**src/rtl/hash_collector.sv**
```systemverilog
// hash_collector: assembles one digest from the hash byte bus into a local buffer,
// exposes it through a registered read port, and keeps a running XOR checksum,
// a completed-digest counter and sticky protocol-error flags.
module hash_collector #(
  parameter int unsigned PMOD_W     = 8,
  parameter int unsigned HASH_BYTES = 32,
  parameter int unsigned ADDR_W     = 5,
  parameter int unsigned TIMEOUT    = 1024,
  parameter int unsigned CNT_W      = 8
) (
  input  logic              clk,
  input  logic              rst_n,
  input  logic [PMOD_W-1:0] hash_i,
  input  logic              hash_valid_i,
  input  logic              hash_start_i,
  input  logic              clear_i,
  input  logic [ADDR_W-1:0] rd_addr_i,
  output logic [PMOD_W-1:0] rd_data_o,
  output logic              busy_o,
  output logic              done_o,
  output logic [PMOD_W-1:0] checksum_o,
  output logic [CNT_W-1:0]  digest_cnt_o,
  output logic              stray_err_o,
  output logic              restart_err_o,
  output logic              timeout_err_o
);

  localparam int unsigned GapW = (TIMEOUT > 1) ? $clog2(TIMEOUT) : 1;
  localparam logic [ADDR_W-1:0] LastIdx  = ADDR_W'(HASH_BYTES - 1);
  localparam logic [ADDR_W:0]   NumBytes = (ADDR_W + 1)'(HASH_BYTES);
  localparam logic [GapW-1:0]   LastGap  = GapW'(TIMEOUT - 1);

  typedef enum logic [1:0] {StIdle, StCapture, StDone} state_e;

  state_e            state_q, state_d;
  logic [ADDR_W-1:0] idx_q, idx_d;
  logic [GapW-1:0]   gap_q, gap_d;
  logic [PMOD_W-1:0] csum_q, csum_d;
  logic [CNT_W-1:0]  cnt_q, cnt_d;
  logic              stray_q, stray_d;
  logic              restart_q, restart_d;
  logic              timeout_q, timeout_d;
  logic [PMOD_W-1:0] rd_data_q, rd_data_d;

  logic [PMOD_W-1:0] mem_q [HASH_BYTES];

  logic              wr_en;
  logic [ADDR_W-1:0] wr_addr;
  logic              stray_ev, restart_ev, timeout_ev, complete_ev;

  // Capture FSM: decides buffer writes, index/gap/checksum updates and error events.
  always_comb begin
    state_d     = state_q;
    idx_d       = idx_q;
    gap_d       = gap_q;
    csum_d      = csum_q;
    wr_en       = 1'b0;
    wr_addr     = '0;
    stray_ev    = 1'b0;
    restart_ev  = 1'b0;
    timeout_ev  = 1'b0;
    complete_ev = 1'b0;
    case (state_q)
      StIdle, StDone: begin
        if (hash_valid_i) begin
          if (hash_start_i) begin
            wr_en   = 1'b1;
            wr_addr = '0;
            idx_d   = ADDR_W'(1);
            gap_d   = '0;
            csum_d  = hash_i;
            state_d = StCapture;
          end else begin
            // Byte outside a capture is dropped; a frozen digest stays intact.
            stray_ev = 1'b1;
          end
        end
      end
      StCapture: begin
        if (hash_valid_i) begin
          gap_d = '0;
          wr_en = 1'b1;
          if (hash_start_i) begin
            restart_ev = 1'b1;
            wr_addr    = '0;
            idx_d      = ADDR_W'(1);
            csum_d     = hash_i;
          end else begin
            wr_addr = idx_q;
            csum_d  = csum_q ^ hash_i;
            if (idx_q == LastIdx) begin
              complete_ev = 1'b1;
              idx_d       = '0;
              state_d     = StDone;
            end else begin
              idx_d = idx_q + ADDR_W'(1);
            end
          end
        end else if (gap_q == LastGap) begin
          timeout_ev = 1'b1;
          gap_d      = '0;
          idx_d      = '0;
          state_d    = StIdle;
        end else begin
          gap_d = gap_q + GapW'(1);
        end
      end
      default: state_d = StIdle;
    endcase
  end

  // Sticky flags and digest counter; a coincident event beats clear_i.
  always_comb begin
    stray_d   = stray_ev   | (stray_q   & ~clear_i);
    restart_d = restart_ev | (restart_q & ~clear_i);
    timeout_d = timeout_ev | (timeout_q & ~clear_i);
    cnt_d     = clear_i ? '0 : cnt_q;
    if (complete_ev) begin
      cnt_d = cnt_d + CNT_W'(1);
    end
  end

  // Read mux: out-of-range addresses return zero.
  always_comb begin
    rd_data_d = '0;
    if ({1'b0, rd_addr_i} < NumBytes) begin
      rd_data_d = mem_q[rd_addr_i];
    end
  end

  // Control and status registers.
  always_ff @(posedge clk or negedge rst_n) begin
    if (!rst_n) begin
      state_q   <= StIdle;
      idx_q     <= '0;
      gap_q     <= '0;
      csum_q    <= '0;
      cnt_q     <= '0;
      stray_q   <= 1'b0;
      restart_q <= 1'b0;
      timeout_q <= 1'b0;
      rd_data_q <= '0;
    end else begin
      state_q   <= state_d;
      idx_q     <= idx_d;
      gap_q     <= gap_d;
      csum_q    <= csum_d;
      cnt_q     <= cnt_d;
      stray_q   <= stray_d;
      restart_q <= restart_d;
      timeout_q <= timeout_d;
      rd_data_q <= rd_data_d;
    end
  end

  // Digest buffer; contents need no reset, a same-cycle read sees the old byte.
  always_ff @(posedge clk) begin
    if (wr_en) begin
      mem_q[wr_addr] <= hash_i;
    end
  end

  assign rd_data_o     = rd_data_q;
  assign busy_o        = (state_q == StCapture);
  assign done_o        = (state_q == StDone);
  assign checksum_o    = csum_q;
  assign digest_cnt_o  = cnt_q;
  assign stray_err_o   = stray_q;
  assign restart_err_o = restart_q;
  assign timeout_err_o = timeout_q;

endmodule

```
**config.mk**
```make
export PLATFORM = sky130hd
export DESIGN_NAME = hash_collector
export DESIGN_NICKNAME = d
export VERILOG_FILES = /design/src/rtl/hash_collector.sv
export SDC_FILE = /design/constraint.sdc
export NUM_CORES = 1
export LEC_CHECK = 0
export CORE_MARGIN = 8
export CORE_UTILIZATION = 35
export CTS_BUF_LIST = sky130_fd_sc_hd__clkbuf_8
export CTS_CLUSTER_DIAMETER = 30
export DETAILED_ROUTE_END_ITERATION = 10
export HOLD_SLACK_MARGIN = 0.02
export SYNTH_ARGS = -nofsm -noshare
export SYNTH_HDL_FRONTEND = slang
export SYNTH_SLANG_ARGS = --single-unit
```
**constraint.sdc**
```tcl
create_clock -name clk -period 2.1 [get_ports clk]
set_input_delay 0.21 -clock clk [delete_from_list [all_inputs] [get_ports clk]]
set_output_delay 0.21 -clock clk [all_outputs]
set_load 0.01 [all_outputs]
```
# After elaboration in Yosys (flattened, before gate mapping)
# Memory sizes are Yosys's and may differ from the RTL's. A register that Yosys moved wholly into a read port is not among the register bits.
# Index checks and enable logic that the tools add are counted.
[word_totals] register_bits=36 ram_bits=256 input_bits=18 mem_count=1
[memory_table] name="mem_q" words=32 word_bits=8 read_ports=1 rd_ports_with_merged_regs=1 wr=1 line_no="45" source="logic [PMOD_W-1:0] mem_q [HASH_BYTES];"
[op_classes] n_addsub=3 n_eq_ne=10 mux=46 bitwise_logic=8 n_reduce_logical=8
[op_table] operator="$mux W8" n=6
[op_table] operator="$mux W5" n=9
[op_table] operator="$mux W10" n=4
[op_table] operator="$pmux W10 S2" n=1
[op_table] operator="$mux W1" n=16
[op_table] operator="$pmux W8 S2" n=1
[op_table] operator="$mux W2" n=6
[op_table] operator="$add A10 B1 Y10 const B" n=1
[op_table] operator="$eq A10 B10 Y1 const B" n=1
[op_table] operator="$pmux W5 S2" n=1
[op_table] operator="$add A8 B1 Y8 const B" n=1
[op_table] operator="$reduce_and A4 Y1" n=2
[op_table] operator="$xor A8 B8 Y8" n=1
[op_table] operator="$ne A2 B2 Y1 const B" n=3
[op_table] operator="$ne A3 B2 Y1 const B" n=2
[op_table] operator="$add A5 B1 Y5 const B" n=1
[op_table] operator="$eq A5 B5 Y1 const B" n=1
[op_table] operator="$reduce_and A5 Y1" n=1
[op_table] operator="$pmux W2 S2" n=1
[op_table] operator="$and A1 B1 Y1" n=3
[op_table] operator="$ne A3 B3 Y1 const B" n=1
[op_table] operator="$or A1 B1 Y1" n=3
[op_table] operator="$reduce_and A3 Y1" n=1
[op_table] operator="$eq A2 B1 Y1 const B" n=1
[op_table] operator="other kinds (7)" n=7

# Logic depth before layout (Yosys ltp)
# Gate-level depths: netlist (run 1).
[depth] depth_word=6 ltp_mapped=7 depth_no_buf=6

# Worst setup path after synthesis (run 1)
# OpenSTA, ideal clock, no wires.
[synth_path] path_kind="input to register" from="input hash_valid_i" to="memory mem_q[30][0], enable pin" arrival_ns=1.715 slack_ns=0.015 stages=5 n_path_buf=2 path_cell_list="clkbuf_1 and4bb_2 clkbuf_1 nand3b_1 nor2_1"
[synth_via] elab_chain_len=4
[synth_lines] element="start, declared" line_no="14" source="input logic hash_valid_i,"
[synth_lines] element="$mux W1" line_no="80" source="if (hash_valid_i) begin"
[synth_lines] element="$pmux W1 S2" line_no="63" source="case (state_q)"
[synth_lines] element="$mux W1" line_no="158" source="if (wr_en) begin"
[synth_lines] element="$mux W1 (not written as such)" line_no="159" source="mem_q[wr_addr] <= hash_i;"
[synth_lines] element="end, declared" line_no="45"
# Parallel ways exist; a longest one is shown, timed or not.

# Worst setup path in the final report (run 1)
[layout_path] from="register state_q[1]" to="memory mem_q[14][5], enable pin"
[layout_via] elab_chain_len=5
[layout_lines] element="start, declared" line_no="35" source="state_e state_q, state_d;"
[layout_lines] element="start signal, assigned" line_no="134" source="state_q <= StIdle;"
[layout_lines] element="start signal, assigned" line_no="144" source="state_q <= state_d;"
[layout_lines] element="$eq A2 B2 Y1 or $logic_not A2 Y1 (tied branches)" line_no="63"
[layout_lines] element="$reduce_or A2 Y1" line_no="63"
[layout_lines] element="$pmux W1 S2" line_no="63"
[layout_lines] element="$mux W1" line_no="158"
[layout_lines] element="$mux W1 (not written as such)" line_no="159"
# Parallel ways exist; a longest one is shown, timed or not.

==> run_summary.xml, run 1 <==
<?xml version="1.0" encoding="UTF-8"?>
<metrics>
  <group name="cts">
    <metric name="cts_sinks" unit="">300</metric>
    <metric name="cts-buffers-inserted" unit="">61</metric>
    <metric name="number_of_buffers_on_the_longest_clock_path" unit="">3</metric>
    <metric name="tritoncts" unit="">done</metric>
    <metric name="cts.root.buffer_cell" unit="">sky130_fd_sc_hd__clkbuf_8</metric>
    <metric name="cts.htree.levels" unit="">2</metric>
    <metric name="clkLatencyLatePin" unit="ns">0.60</metric>
    <metric name="worst_setup_hold_path_clk_slew" unit="ns">0.06</metric>
  </group>
  <group name="cells_and_area">
    <metric name="layout.filler_cells" unit="">2815</metric>
    <metric name="design_area" unit="mm2">0.0150</metric>
    <metric name="synthToLayoutAreaGrowth" unit="%">26.2</metric>
    <metric name="n_antenna_cell" unit="">0</metric>
    <metric name="final_nets" unit="">796</metric>
    <metric name="final_layout_size_suffix_gt1_frac" unit="">0.347</metric>
  </group>
  <group name="timing">
    <metric name="timing.final.setup_violations" unit="">0</metric>
    <metric name="final_worst_clock_skew" unit="ns">0.0315</metric>
    <metric name="period_share" unit="">0.951</metric>
    <metric name="hold_viol_final" unit="">0</metric>
    <metric name="timing.max_slew.rel_slack" unit="">0.497</metric>
    <metric name="layout_min_cycle_time" unit="ns">2.00</metric>
    <metric name="tightestPinTransition" unit="ns">0.752</metric>
    <metric name="rsz0062_at_grt" unit="">no</metric>
    <metric name="timing.final.max_slew_violations" unit="">0</metric>
    <metric name="fmaxAchievable" unit="MHz">501</metric>
    <metric name="final.setup.tns" unit="ns">0</metric>
  </group>
  <group name="synthesis">
    <metric name="synth_cells" unit="">604</metric>
    <metric name="synthTopCellsByCount" unit="">256 x sky130_fd_sc_hd__edfxtp_1, 80 x sky130_fd_sc_hd__mux4_2, 45 x sky130_fd_sc_hd__nor2_1</metric>
    <metric name="post_synth.cell_area_avg" unit="um2">19.7</metric>
    <metric name="synth_edf_count" unit="">256</metric>
    <metric name="synthesis.yosys.warnings" unit="">0</metric>
    <metric name="synth_top_area_share" unit="">0.647</metric>
    <metric name="synth.ff_latch_count" unit="">300</metric>
    <metric name="post_synth_num_cell_types" unit="">39</metric>
    <metric name="post_synth_instance_area" unit="mm2">0.0119</metric>
    <metric name="yosysMostFrequentCell" unit="">sky130_fd_sc_hd__edfxtp_1</metric>
    <metric name="yosys.area.top_type" unit="">sky130_fd_sc_hd__edfxtp_1</metric>
    <metric name="synthesis.nets" unit="">626</metric>
    <metric name="dominantRegCellSynth" unit="">sky130_fd_sc_hd__edfxtp_1</metric>
    <metric name="async_reset_ff_frac" unit="">0.147</metric>
    <metric name="yosys-top-cells-area" unit="">sky130_fd_sc_hd__edfxtp_1 65%, sky130_fd_sc_hd__mux4_2 15%, sky130_fd_sc_hd__dfrtp_1 9.3%, sky130_fd_sc_hd__nor2_1 1.4%, sky130_fd_sc_hd__nand2_1 1.0%</metric>
    <metric name="seq_area_frac_synth" unit="">0.740</metric>
  </group>
  <group name="pwr">
    <metric name="power.density" unit="mW/mm2">988</metric>
    <metric name="max-vdd-ir-drop" unit="uV">643</metric>
    <metric name="power_leakage" unit="nW">5.14</metric>
  </group>
  <group name="run">
    <metric name="maxCapViolCount" unit="">0</metric>
  </group>
  <group name="floorplan">
    <metric name="row_count" unit="">67</metric>
    <metric name="floorplan.core_area" unit="mm2">0.0334</metric>
    <metric name="start_util" unit="">0.355</metric>
    <metric name="die_x" unit="um">200</metric>
    <metric name="design.die.area" unit="mm2">0.0401</metric>
    <metric name="die_h" unit="um">200</metric>
    <metric name="num_io_pins" unit="">47</metric>
  </group>
  <group name="setup_path">
    <metric name="critical_path.endpoint_type" unit="">register</metric>
    <metric name="critical_path.startpoint_type" unit="">register</metric>
    <metric name="cp_max_fo" unit="">8</metric>
    <metric name="cp.arrival" unit="ns">2.30</metric>
    <metric name="worst-setup-path-type" unit="">reg -&gt; reg</metric>
    <metric name="timing.critical_path.required" unit="ns">2.40</metric>
  </group>
  <group name="routing">
    <metric name="totalWireLength" unit="mm">27.6</metric>
    <metric name="post_detailed_route_via_to_cell_ratio" unit="">5.00</metric>
    <metric name="wl_per_cell" unit="um">21.6</metric>
    <metric name="antenna_left" unit="">0</metric>
    <metric name="dr.first_iter.drc_count" unit="">518</metric>
    <metric name="drt_pass1_iterations" unit="">5</metric>
    <metric name="drcViolationCount" unit="">0</metric>
    <metric name="vias" unit="">6375</metric>
  </group>
  <group name="grt">
    <metric name="number_of_global_route_vias_before_repair" unit="">6791</metric>
    <metric name="globalRoute.totalOverflow" unit="">0</metric>
    <metric name="grt_first_pass_wirelength" unit="mm">41.8</metric>
    <metric name="gr-usage-all-layers" unit="">0.134</metric>
    <metric name="grt_start_max_net_pins" unit="">34</metric>
    <metric name="antenna_found_initial" unit="">1</metric>
  </group>
  <group name="placement">
    <metric name="numPortBuffers" unit="">46</metric>
    <metric name="gp_congestion" unit="">0.792</metric>
    <metric name="total_half_perimeter_wirelength_after_legalization_and_detailed_placement" unit="mm">18.6</metric>
    <metric name="placed_area" unit="mm2">0.0135</metric>
  </group>
  <group name="worst_hold_path">
    <metric name="worst_hold_path_type" unit="">in -&gt; async</metric>
  </group>
  <group name="outcome">
    <metric name="status" unit="">finished, final reports clean</metric>
  </group>
</metrics>
[worst paths after layout]
path,slack (ns),endpoint,start,depth (start not counted)
min in group clk,0.32,digest_cnt_o[7],clear_i,2
setup / recovery,0.10,mem_q[14][5],state_q[1],6
hold reg to reg,0.50,restart_err_o,restart_err_o,1
hold / removal,0.13,checksum_o[0],rst_n,2
setup reg to reg,0.10,mem_q[14][5],state_q[1],6
max in group asynchronous,1.32,idx_q[3],rst_n,3
[critical path, cell delays in order (launching register included)]
cell and delay [ns]:
sky130_fd_sc_hd__dfrtp_1 0.38, sky130_fd_sc_hd__and4bb_4 0.42, sky130_fd_sc_hd__buf_4 0.15, sky130_fd_sc_hd__nand2_1 0.07, sky130_fd_sc_hd__or3_4 0.37, sky130_fd_sc_hd__nor2_1 0.12, sky130_fd_sc_hd__buf_4 0.19
[routing by layer]
layer | global-route usage | vias up | wire length, um
met5 | 0 | - | 0
met4 | 0.0405 | 0 | 480
met3 | 0.0286 | 38 | 1680
met2 | 0.212 | 223 | 13000
met1 | 0.184 | 3323 | 12400
li1 | - | 2791 | -
[registers in the layout (all words and copies together), names as in the netlist]
register and cells:
idx_q 5, restart_err_o 1, state_q 2, rd_data_o 8, gap_q 10, timeout_err_o 1
mem_q 256, stray_err_o 1, checksum_o 8, digest_cnt_o 8
[cells by family (layout without fill, tap and decap cells)]
logic type / after synthesis / in the layout / share of synthesized area
xor+xnor: 20 / 20 / 0.0148
fa+ha+maj: 4 / 4 / 0.00421
mux: 89 / 89 / 0.160
buf+inv: 36 / 259 / 0.0140
flops: 300 / 300 / 0.740
compound gates: 34 / 34 / 0.0192
simple gates: 121 / 121 / 0.0475
[power by group]
group / switching (mW) / leakage, nW / total, mW / internal [mW]
registers: 0.0847 / 2.87 / 6.71 / 6.62
logic: 0.601 / 1.53 / 1.16 / 0.563
clock network: 2.71 / 0.736 / 6.94 / 4.23
total: 3.40 / 5.14 / 14.8 / 11.4
[area by class of cell]
class,instances,area [um2],share of cell area
multi-input combinational,268,2940,0.196
tap,448,561,0.0374
inverter,8,30.0,0.00200
clock inverter,53,578,0.0386
timing repair buffer,135,1220,0.0811
sequential,300,8790,0.587
clock buffer,63,867,0.0579
[layout by cell type, fill, tap and decap left out, types with 3 or more instances in the layout]
cell	instances
sky130_fd_sc_hd__a211oi_1	4
sky130_fd_sc_hd__a21oi_1	8
sky130_fd_sc_hd__a22o_1	4
sky130_fd_sc_hd__and2_1	5
sky130_fd_sc_hd__buf_12	8
sky130_fd_sc_hd__buf_4	81
sky130_fd_sc_hd__bufinv_16	11
sky130_fd_sc_hd__clkbuf_8	63
sky130_fd_sc_hd__clkdlybuf4s50_1	41
sky130_fd_sc_hd__clkinv_1	7
sky130_fd_sc_hd__clkinv_2	6
sky130_fd_sc_hd__clkinv_4	6
sky130_fd_sc_hd__clkinvlp_4	10
sky130_fd_sc_hd__dfrtp_1	42
sky130_fd_sc_hd__edfxtp_1	256
sky130_fd_sc_hd__ha_1	3
sky130_fd_sc_hd__inv_1	18
sky130_fd_sc_hd__inv_6	3
sky130_fd_sc_hd__mux2_2	9
sky130_fd_sc_hd__mux4_2	80
sky130_fd_sc_hd__nand2_1	32
sky130_fd_sc_hd__nand3_1	9
sky130_fd_sc_hd__nand3b_1	3
sky130_fd_sc_hd__nand4_1	6
sky130_fd_sc_hd__nor2_1	45
sky130_fd_sc_hd__nor2b_1	4
sky130_fd_sc_hd__nor3_1	3
sky130_fd_sc_hd__o21ai_0	8
sky130_fd_sc_hd__o2bb2ai_1	3
sky130_fd_sc_hd__or3_1	3
sky130_fd_sc_hd__xnor2_1	10
sky130_fd_sc_hd__xor2_1	10
[through the flow]
step	instances	hold slack [ns]	util	power, mW	setup WS [ns]
final	1275	0.131	0.448	14.8	0.103
after CTS	1271	0.107	0.447	14.9	0.0170
after global routing	1275	0.144	0.448	15.3	0.00964
after floorplan	604	-0.0856	-	7.34	0.0146
after global placement	1154	0.219	0.403	7.94	-0.251
after detailed placement	1154	0.228	0.403	7.97	-0.270
[what timing repair did]
| action | 4_1_cts | 5_1_grt |
|---|---|---|
| endpoints found under the setup margin | 5 | 89 |
| pin swaps | 0 | 1 |
| resized for setup | 6 | 5 |
| endpoints found under the hold margin | 23 | 0 |
| hold buffers | 1 | 0 |
| buffers inserted | 0 | 4 |
Note: power is estimated with default switching activity, not from simulation.
==> run 2, diff against run 1 <==
Settings changed: CAP_MARGIN from default to 20, MAX_ROUTING_LAYER from default to met4.
Clock period 2.1 ns to 1.88 ns, I/O delays scaled along.
==> run 2 against run 1 <==
Effect of this change: die area is the same; maximum frequency is 5.7% higher; global-route usage increased by 0.39 points; the run now ends with setup timing left; clock power grew 13%; wire length fell by 0.96%; sequential cell count unchanged; sequential share of layout area shrank 1.4 points; cell area increased by 2.3%; core utilization increased by 1.1 points; first-iteration DRC count down 5.0%.
==> run_summary.xml, run 2 (synthesized netlist as in run 1, its figures left out) <==
<?xml version="1.0" encoding="UTF-8"?>
<metrics>
  <group name="outcome">
    <metric name="status" unit="">finished, violations left</metric>
    <metric name="failing_checks" unit="">setup timing</metric>
  </group>
  <group name="cts">
    <metric name="clkLatencyLatePin" unit="ns">0.56</metric>
    <metric name="number_of_buffers_on_the_longest_clock_path" unit="">3</metric>
    <metric name="cts-buffers-inserted" unit="">66</metric>
    <metric name="cts_sinks" unit="">300</metric>
    <metric name="worst_setup_hold_path_clk_slew" unit="ns">0.06</metric>
    <metric name="cts.root.buffer_cell" unit="">sky130_fd_sc_hd__clkbuf_8</metric>
    <metric name="cts.htree.levels" unit="">3</metric>
    <metric name="tritoncts" unit="">done</metric>
  </group>
  <group name="setup_path">
    <metric name="cp_max_fo" unit="">8</metric>
    <metric name="timing.critical_path.required" unit="ns">2.06</metric>
    <metric name="critical_path.endpoint_type" unit="">register</metric>
    <metric name="worst-r2r-cell-count" unit="">3</metric>
    <metric name="critical_path.startpoint_type" unit="">register</metric>
    <metric name="r2r_setup_slack" unit="ns">-0.01</metric>
    <metric name="cp.arrival" unit="ns">2.07</metric>
    <metric name="worstReg2RegStart" unit="">idx_q[4]</metric>
    <metric name="worstReg2RegEnd" unit="">mem_q[3][1]</metric>
    <metric name="worst-setup-path-type" unit="">reg -&gt; reg</metric>
  </group>
  <group name="cells_and_area">
    <metric name="largest_reg_flops" unit="">256</metric>
    <metric name="most_used_cells_in_the_layout_excluding_fill_and_tap_cells" unit="">256 x sky130_fd_sc_hd__edfxtp_1, 80 x sky130_fd_sc_hd__mux4_2, 74 x sky130_fd_sc_hd__clkbuf_8</metric>
    <metric name="synthToLayoutAreaGrowth" unit="%">29.2</metric>
    <metric name="area_of_the_multi_input_gates" unit="mm2">0.00306</metric>
    <metric name="area_used_by_sequential_logic_in_the_layout" unit="mm2">0.00879</metric>
    <metric name="n_antenna_cell" unit="">0</metric>
    <metric name="design_area" unit="mm2">0.0153</metric>
    <metric name="layout_commonest_cell" unit="">sky130_fd_sc_hd__edfxtp_1</metric>
    <metric name="regMostFlops" unit="">mem_q</metric>
    <metric name="layout.filler_cells" unit="">2812</metric>
    <metric name="reg.largest.list" unit="">mem_q (256), gap_q (10)</metric>
    <metric name="final_layout_size_suffix_gt1_frac" unit="">0.387</metric>
    <metric name="final_nets" unit="">811</metric>
  </group>
  <group name="placement">
    <metric name="placed_area" unit="mm2">0.0136</metric>
    <metric name="total_half_perimeter_wirelength_after_legalization_and_detailed_placement" unit="mm">18.2</metric>
    <metric name="gp_congestion" unit="">0.849</metric>
    <metric name="numPortBuffers" unit="">46</metric>
  </group>
  <group name="routing">
    <metric name="post_detailed_route_via_to_cell_ratio" unit="">4.96</metric>
    <metric name="dr.first_iter.drc_count" unit="">492</metric>
    <metric name="totalWireLength" unit="mm">27.3</metric>
    <metric name="vias" unit="">6389</metric>
    <metric name="drt_pass1_iterations" unit="">5</metric>
    <metric name="drcViolationCount" unit="">0</metric>
    <metric name="antenna_left" unit="">0</metric>
    <metric name="wl_per_cell" unit="um">21.2</metric>
  </group>
  <group name="timing">
    <metric name="final_worst_clock_skew" unit="ns">0.0192</metric>
    <metric name="layout_min_cycle_time" unit="ns">1.89</metric>
    <metric name="period_share" unit="">1.01</metric>
    <metric name="rsz0062_at_grt" unit="">yes</metric>
    <metric name="timing.final.setup_violations" unit="">8</metric>
    <metric name="fmaxAchievable" unit="MHz">529</metric>
    <metric name="fin_ws" unit="ns">-0.0100</metric>
    <metric name="hold_viol_final" unit="">0</metric>
    <metric name="timing.max_slew.rel_slack" unit="">0.560</metric>
    <metric name="tightestPinTransition" unit="ns">0.658</metric>
    <metric name="timing.final.max_slew_violations" unit="">0</metric>
  </group>
  <group name="grt">
    <metric name="antenna_found_initial" unit="">0</metric>
    <metric name="met2_usage" unit="">0.208</metric>
    <metric name="use_met1" unit="">0.185</metric>
    <metric name="number_of_global_route_vias_before_repair" unit="">6797</metric>
    <metric name="gr-usage-all-layers" unit="">0.138</metric>
    <metric name="globalRoute.totalOverflow" unit="">0</metric>
    <metric name="grt_start_max_net_pins" unit="">34</metric>
    <metric name="global_route.usage.met3" unit="">0.0305</metric>
    <metric name="grt_busiest_layer" unit="">met2</metric>
    <metric name="grt_first_pass_wirelength" unit="mm">41.6</metric>
  </group>
  <group name="worst_hold_path">
    <metric name="worst_hold_path_type" unit="">in -&gt; async</metric>
  </group>
  <group name="pwr">
    <metric name="power.density" unit="mW/mm2">1090</metric>
    <metric name="max-vdd-ir-drop" unit="uV">754</metric>
    <metric name="post-layout-total-power" unit="mW">16.7</metric>
    <metric name="power_leakage" unit="nW">5.26</metric>
  </group>
  <group name="floorplan">
    <metric name="design.die.area" unit="mm2">0.0401</metric>
    <metric name="die_x" unit="um">200</metric>
    <metric name="num_io_pins" unit="">47</metric>
    <metric name="die_h" unit="um">200</metric>
    <metric name="row_count" unit="">67</metric>
    <metric name="floorplan.core_area" unit="mm2">0.0334</metric>
    <metric name="start_util" unit="">0.355</metric>
  </group>
  <group name="run">
    <metric name="maxCapViolCount" unit="">0</metric>
  </group>
</metrics>
run 2: cell count changes in the layout (fill, tap and decap cells not counted), sizes merged:
cell	before	now
clkbuf	63	75
dlygate4sd2	2	1
clkinvlp	10	8
bufinv	11	9
buf	91	100
clkinv	19	15
dlygate4sd3	1	2
inv	21	20
run 2: what timing repair did:
item                                    4_1_cts  5_1_grt
gates cloned                                  0        0
endpoints found under the hold margin        44        0
endpoints found under the setup margin      138      206
gates resized for setup                      17       36
pin swaps                                     1        6
setup buffers                                 0        4
hold buffers                                  2        0
run 2: worst max-delay path, stage by stage, from the launching register on:
cell                       delay, ns
sky130_fd_sc_hd__dfrtp_1        0.49
sky130_fd_sc_hd__nor2_1         0.27
sky130_fd_sc_hd__a21boi_1       0.21
sky130_fd_sc_hd__nor2_1         0.55
run 2: worst max-delay path by stage:
| stage | slack, ns | from | to |
|---|---|---|---|
| 2_1_floorplan | -0.18 | hash_valid_i | mem_q[30][0] |
| 3_3_place_gp | -0.36 | hash_start_i | mem_q[14][2] |
| 3_5_place_dp | -0.39 | hash_valid_i | mem_q[9][7] |
| 4_1_cts | 0.02 | gap_q[0] | idx_q[2] |
| 5_1_grt | -0.11 | idx_q[4] | mem_q[3][7] |
| 6_report | -0.01 | idx_q[4] | mem_q[3][1] |
run 2: cell type report:
type	count	share of cell area
clock buffers	74	0.0664
clock inverters	44	0.0306
inverters	8	0.00196
multi-input cells	268	0.199
flip-flops and latches	300	0.573
well taps	448	0.0365
repair buffers	145	0.0922
run 2: power breakdown:
part           internal (mW)  switching (mW)
clock                   4.90            2.95
sequential              7.40          0.0968
combinational          0.661           0.676
run 2: layer usage:
metal	routed length, um	up-vias
li1	-	2808
met1	12200	3323
met2	13000	201
met3	1550	57
met4	612	0
met5	0	-
run 2: stage by stage:
step	cells	setup slack (ns)	utilization	hold WS [ns]	setup TNS, ns
2_1_floorplan	604	-0.183	-	-0.108	-34.71
3_3_place_gp	1163	-0.356	0.408	0.0630	-65.59
3_5_place_dp	1163	-0.391	0.408	0.0762	-76.41
4_1_cts	1283	0.0156	0.454	0.155	0
5_1_grt	1287	-0.114	0.459	0.190	-3.71
6_report	1287	-0.0100	0.459	0.183	-0.0631
==> RTL edit 1 (settings of run 1) <==
Register the inputs `hash_i`, `hash_valid_i`, `hash_start_i`, `clear_i` and `rd_addr_i` before use. The logic sees them one clock later.
--- a/src/rtl/hash_collector.sv
+++ b/src/rtl/hash_collector.sv
@@ -33,4 +33,18 @@
   typedef enum logic [1:0] {StIdle, StCapture, StDone} state_e;
 
+  logic [PMOD_W-1:0] hash_q;
+  logic hash_valid_q;
+  logic hash_start_q;
+  logic clear_q;
+  logic [ADDR_W-1:0] rd_addr_q;
+
+  always_ff @(posedge clk) begin
+    hash_q       <= hash_i;
+    hash_valid_q <= hash_valid_i;
+    hash_start_q <= hash_start_i;
+    clear_q      <= clear_i;
+    rd_addr_q    <= rd_addr_i;
+  end
+
   state_e            state_q, state_d;
   logic [ADDR_W-1:0] idx_q, idx_d;
@@ -63,11 +77,11 @@
     case (state_q)
       StIdle, StDone: begin
-        if (hash_valid_i) begin
-          if (hash_start_i) begin
+        if (hash_valid_q) begin
+          if (hash_start_q) begin
             wr_en   = 1'b1;
             wr_addr = '0;
             idx_d   = ADDR_W'(1);
             gap_d   = '0;
-            csum_d  = hash_i;
+            csum_d  = hash_q;
             state_d = StCapture;
           end else begin
@@ -78,15 +92,15 @@
       end
       StCapture: begin
-        if (hash_valid_i) begin
+        if (hash_valid_q) begin
           gap_d = '0;
           wr_en = 1'b1;
-          if (hash_start_i) begin
+          if (hash_start_q) begin
             restart_ev = 1'b1;
             wr_addr    = '0;
             idx_d      = ADDR_W'(1);
-            csum_d     = hash_i;
+            csum_d     = hash_q;
           end else begin
             wr_addr = idx_q;
-            csum_d  = csum_q ^ hash_i;
+            csum_d  = csum_q ^ hash_q;
             if (idx_q == LastIdx) begin
               complete_ev = 1'b1;
@@ -112,8 +126,8 @@
   // Sticky flags and digest counter; a coincident event beats clear_i.
   always_comb begin
-    stray_d   = stray_ev   | (stray_q   & ~clear_i);
-    restart_d = restart_ev | (restart_q & ~clear_i);
-    timeout_d = timeout_ev | (timeout_q & ~clear_i);
-    cnt_d     = clear_i ? '0 : cnt_q;
+    stray_d   = stray_ev   | (stray_q   & ~clear_q);
+    restart_d = restart_ev | (restart_q & ~clear_q);
+    timeout_d = timeout_ev | (timeout_q & ~clear_q);
+    cnt_d     = clear_q ? '0 : cnt_q;
     if (complete_ev) begin
       cnt_d = cnt_d + CNT_W'(1);
@@ -124,6 +138,6 @@
   always_comb begin
     rd_data_d = '0;
-    if ({1'b0, rd_addr_i} < NumBytes) begin
-      rd_data_d = mem_q[rd_addr_i];
+    if ({1'b0, rd_addr_q} < NumBytes) begin
+      rd_data_d = mem_q[rd_addr_q];
     end
   end
@@ -157,5 +171,5 @@
   always_ff @(posedge clk) begin
     if (wr_en) begin
-      mem_q[wr_addr] <= hash_i;
+      mem_q[wr_addr] <= hash_q;
     end
   end
Function: changed (a bounded check fails within 4 cycles, from zero or initial values and one cycle with rst_n low).
==> RTL edit 1 against run 1 <==
- clock skew down 0.010 ns
- area after synthesis is 3.0% higher
- power is 1.4% lower
- wire length down 2.3%
- setup slack lost 0.094 ns
- cell area rose by 1.7%
- sequential cell count increased by 16
- final cell count increased by 0.86%
==> RTL edit 1: results (changes against run 1) <==
stage,metric,value,unit,change
logic_synthesis,Synth top cells by count,"sky130_fd_sc_hd__edfxtp_1 (256), sky130_fd_sc_hd__mux4_2 (80), sky130_fd_sc_hd__dfrtp_1 (44), sky130_fd_sc_hd__nor2_1 (43), sky130_fd_sc_hd__nand2_1 (30)",,
critical_path,critical-path maximum fanout,16,,+8
global_route,first-pass GRT wire length,41.3,mm,-1.2%
power,highest ir drop seen on vdd,0.000540,V,-16%
routing,number of DRC markers after the initial detailed-route iteration,392,,-24%
cts,number of buffers inserted during clock tree synthesis,60,,-1.6%
logic_synthesis,"synthesized-area fraction occupied by ao, oa, aoi and oai cells",0.0217,,+0.00251
critical_path,arrival time at the worst endpoint,2.56,ns,+0.26 ns
routing,routed length per instance,20.9,microns,-3.1%
timing,Worst Hold Slack,0.0615,ns,-0.0696 ns
logic_synthesis,Mean Syn Cell Area,19.5,sq um,-0.80%
outcome,outcome,finished clean,,
routing,mean number of vias per cell,4.85,,-2.9%
routing,met2 WL,13.0,mm,+0.22%
logic_synthesis,post-synthesis sequential area ratio,0.745,,+0.00476
critical_path,critical register-to-register path endpoint,rd_data_o[3],,
routing,met3 wirelength from detailed routing,1.76,mm,+4.7%
power,clock network power,0.00657,W,-5.3%
placed_design,post-DP HPWL,17.1,mm,-7.8%
timing,max_slew headroom,0.354,,-0.143
placed_design,setup slack after placement,-0.144,ns,+0.127 ns
critical_path,logic depth of the worst register-to-register path,4,,-2
logic_synthesis,biggest area contributors in the synthesized netlist,"sky130_fd_sc_hd__edfxtp_1 (63%), sky130_fd_sc_hd__mux4_2 (15%), sky130_fd_sc_hd__dfrtp_1 (9.0%), sky130_fd_sc_hd__dfxtp_1 (2.6%), sky130_fd_sc_hd__nor2_1 (1.3%)",,
global_route,met1 Use GR,0.181,,-0.00291
placed_design,weighted congestion reported at the end of routability-driven placement,0.757,,-4.5%
logic_synthesis,share of synthesized area spent on multiplexers,0.156,,-0.00464
routing,met1 wire length,11.8,mm,-4.9%
global_route,All-Layer GR Usage,0.132,,-0.00237
placed_design,cell count after placement,1170,,+1.4%
global_route,initial antenna violation count,0,,-1
global_route,vias in the first global route,6730,,-0.90%
power,Leak Pwr,5.24,nW,+1.9%
hold_path,hold crit path type,input port to register,,
power,fraction of power spent switching nets,0.223,,-0.00658
[RTL edit 1: what timing repair did]
action / 4_1_cts / 5_1_grt
gates cloned: 1 / 0
setup endpoints to repair: 10 / 16
endpoints found under the hold margin: 20 / 0
pin swaps: 0 / 0
resized for setup: 10 / 4
hold buffers: 1 / 0
buffers inserted: 1 / 0
[RTL edit 1: layout make-up]
class	count	area [sq um]	area share
sequential	316	9110	0.598
multi-input combinational	273	2970	0.195
timing repair buffer	120	1190	0.0783
clock buffer	62	853	0.0560
tap	455	569	0.0374
clock inverter	51	502	0.0329
inverter	9	33.8	0.00222
[RTL edit 1: worst max-delay path, stage by stage, from the launching register on]
cell	delay, ns
sky130_fd_sc_hd__dfxtp_4	0.41
sky130_fd_sc_hd__buf_12	0.19
sky130_fd_sc_hd__mux4_2	0.54
sky130_fd_sc_hd__mux4_2	0.55
sky130_fd_sc_hd__mux2_4	0.29
==> RTL edit 2 (config.mk and constraints of run 1) <==
Made on the original files. Set the parameter `CNT_W` to 6 (it was 8).
--- a/src/rtl/hash_collector.sv
+++ b/src/rtl/hash_collector.sv
@@ -7,5 +7,5 @@
   parameter int unsigned ADDR_W     = 5,
   parameter int unsigned TIMEOUT    = 1024,
-  parameter int unsigned CNT_W      = 8
+  parameter int unsigned CNT_W      = 6
 ) (
   input  logic              clk,
Ports: changed (resized digest_cnt_o); port bits go from 47 to 45. No check against the original RTL was run, so the function may have changed too.
==> RTL edit 2 against run 1 <==
- wire length shrank 6.4%
- clock skew shrank 0.0060 ns
- global-route usage is essentially flat
- non-clock buffer count shrank 10
- area after synthesis shrank 0.58%
- largest power group is now registers
- cell area shrank 2.3%
- power shrank 8.0%
- sequential cell count shrank 2
- setup slack gained 0.059 ns
- fmax grew 3.0%
- utilization shrank 0.93 points
- critical path type unchanged
- critical endpoint is now mem_q[6][2]
- final cell count shrank 2.4%
==> RTL edit 2: results (changes against run 1) <==
stage,metric,value,unit,change
routing,total wirelength of the detailed-routed design,25.8,mm,-6.4%
timing,Tightest Pin Transition,0.595,ns,-0.157 ns
global_route,initial antenna violation count,0,,-1
global_route,All-Layer GR Usage,0.134,,about the same
layout,Layout Nets,773,,-2.9%
timing,Worst Hold Slack,0.135,ns,+0.00342 ns
power,Leak Pwr,5.03,nW,-2.3%
timing,final setup skew,0.0255,ns,-0.00598 ns
placed_design,post-DP HPWL,17.5,mm,-6.0%
critical_path,highest cell delay on the worst timing path,0.39,ns,-0.03 ns
critical_path,arrival time at the worst endpoint,2.20,ns,-0.10 ns
layout,share of layout cells above drive strength 1,0.325,,-0.0217
timing,share of the clock period used by the worst path after layout,0.923,,-0.0280
global_route,largest net degree at the start of global routing,37,,+8.8%
routing,routed length per instance,20.7,microns,-4.1%
logic_synthesis,biggest area contributors in the synthesized netlist,"sky130_fd_sc_hd__edfxtp_1 (65%), sky130_fd_sc_hd__mux4_2 (15%), sky130_fd_sc_hd__dfrtp_1 (8.9%), sky130_fd_sc_hd__nor2_1 (1.5%), sky130_fd_sc_hd__nand2_1 (0.92%)",,
logic_synthesis,post-synthesis cell type count,41,,+5.1%
cts,number of buffers inserted during clock tree synthesis,58,,-4.9%
placed_design,cell count after placement,1138,,-1.4%
routing,via count of the routed design,6055,,-5.0%
outcome,outcome,finished clean,,
global_route,first-pass GRT wire length,40.6,mm,-3.0%
critical_path,Critical Path Slowest Stage Cell,sky130_fd_sc_hd__dfrtp_1,,
logic_synthesis,Mean Syn Cell Area,19.8,sq um,+0.76%
placed_design,I/O Buffers,44,,-4.3%
logic_synthesis,post-synthesis sequential area ratio,0.740,,about the same
[RTL edit 2: changes by cell type in the layout (fill, tap and decap cells not counted), sizes merged, moves of 3 or more]
cell,change
buf,-8
clkinvlp,-6
bufinv,-5
or3,-5
and2,-3
nand2,-3
nor2,+3
o2bb2ai,-3
[RTL edit 2: worst paths after layout]
check	start	end	cells past startpoint
max	state_q[0]	mem_q[6][2]	7
min	rst_n	checksum_o[2]	2
max reg2reg	state_q[0]	mem_q[6][2]	7
min reg2reg	gap_q[8]	gap_q[8]	1
max in group asynchronous	rst_n	rd_data_o[4]	3
min in group clk	hash_valid_i	state_q[0]	3
[RTL edit 2: final cells by class]
| class | count | area, sq um |
|---|---|---|
| sequential | 298 | 8740 |
| tap | 448 | 561 |
| inverter | 7 | 26.3 |
| clock inverter | 43 | 355 |
| fill | 2970 | 18700 |
| timing repair buffer | 125 | 1210 |
| multi-input combinational | 261 | 2890 |
| clock buffer | 62 | 853 |
[RTL edit 2: cell families after synthesis]
kind of cell / after synthesis / share of synthesized area
muxes: 89 / 0.161
DFF: 298 / 0.740
adders and majority gates: 4 / 0.00424
buffers and inverters: 37 / 0.0162
and+or+nand+nor: 117 / 0.0458
xor gates and xnor gates: 20 / 0.0148
AOI/OAI and AO/OA: 31 / 0.0176
[RTL edit 2: where the power goes]
group	switching, W	total (W)	internal [W]
sequential	0.0000996	0.00668	0.00658
combinational	0.000553	0.00110	0.000549
clock	0.00238	0.00585	0.00347
[RTL edit 2: what timing repair did]
action,4_1_cts,5_1_grt
endpoints found under the setup margin,2,8
buffers inserted,0,0
hold buffers,1,0
resized for setup,4,1
cloned,0,0
endpoints found under the hold margin,42,0
[RTL edit 2: layer usage]
layer / track usage / share of wire / vias to the layer above
met2: 0.201 / 0.45 / 181
met4: 0.0425 / 0.019 / 0
met1: 0.192 / 0.47 / 3123
met3: 0.0320 / 0.063 / 37
met5: 0 / 0 / -
li1: - / - / 2714
[RTL edit 2: metrics by stage]
| step | power (W) | cell area, sq um |
|---|---|---|
| 6_report | 0.0136 | 14600 |
| 5_1_grt | 0.0142 | 14600 |
| 4_1_cts | 0.0138 | 14600 |
| 3_5_place_dp | 0.00790 | 13400 |
| 3_3_place_gp | 0.00787 | 13400 |
| 2_1_floorplan | 0.00728 | 11800 |
[RTL edit 2: critical path, delay by kind of cell, from the launching register on]
kind | cells | cell delay [ns]
buffers and inverters | 4 | 0.75
AND/OR/NAND/NOR | 3 | 0.49
flip-flops | 1 | 0.39
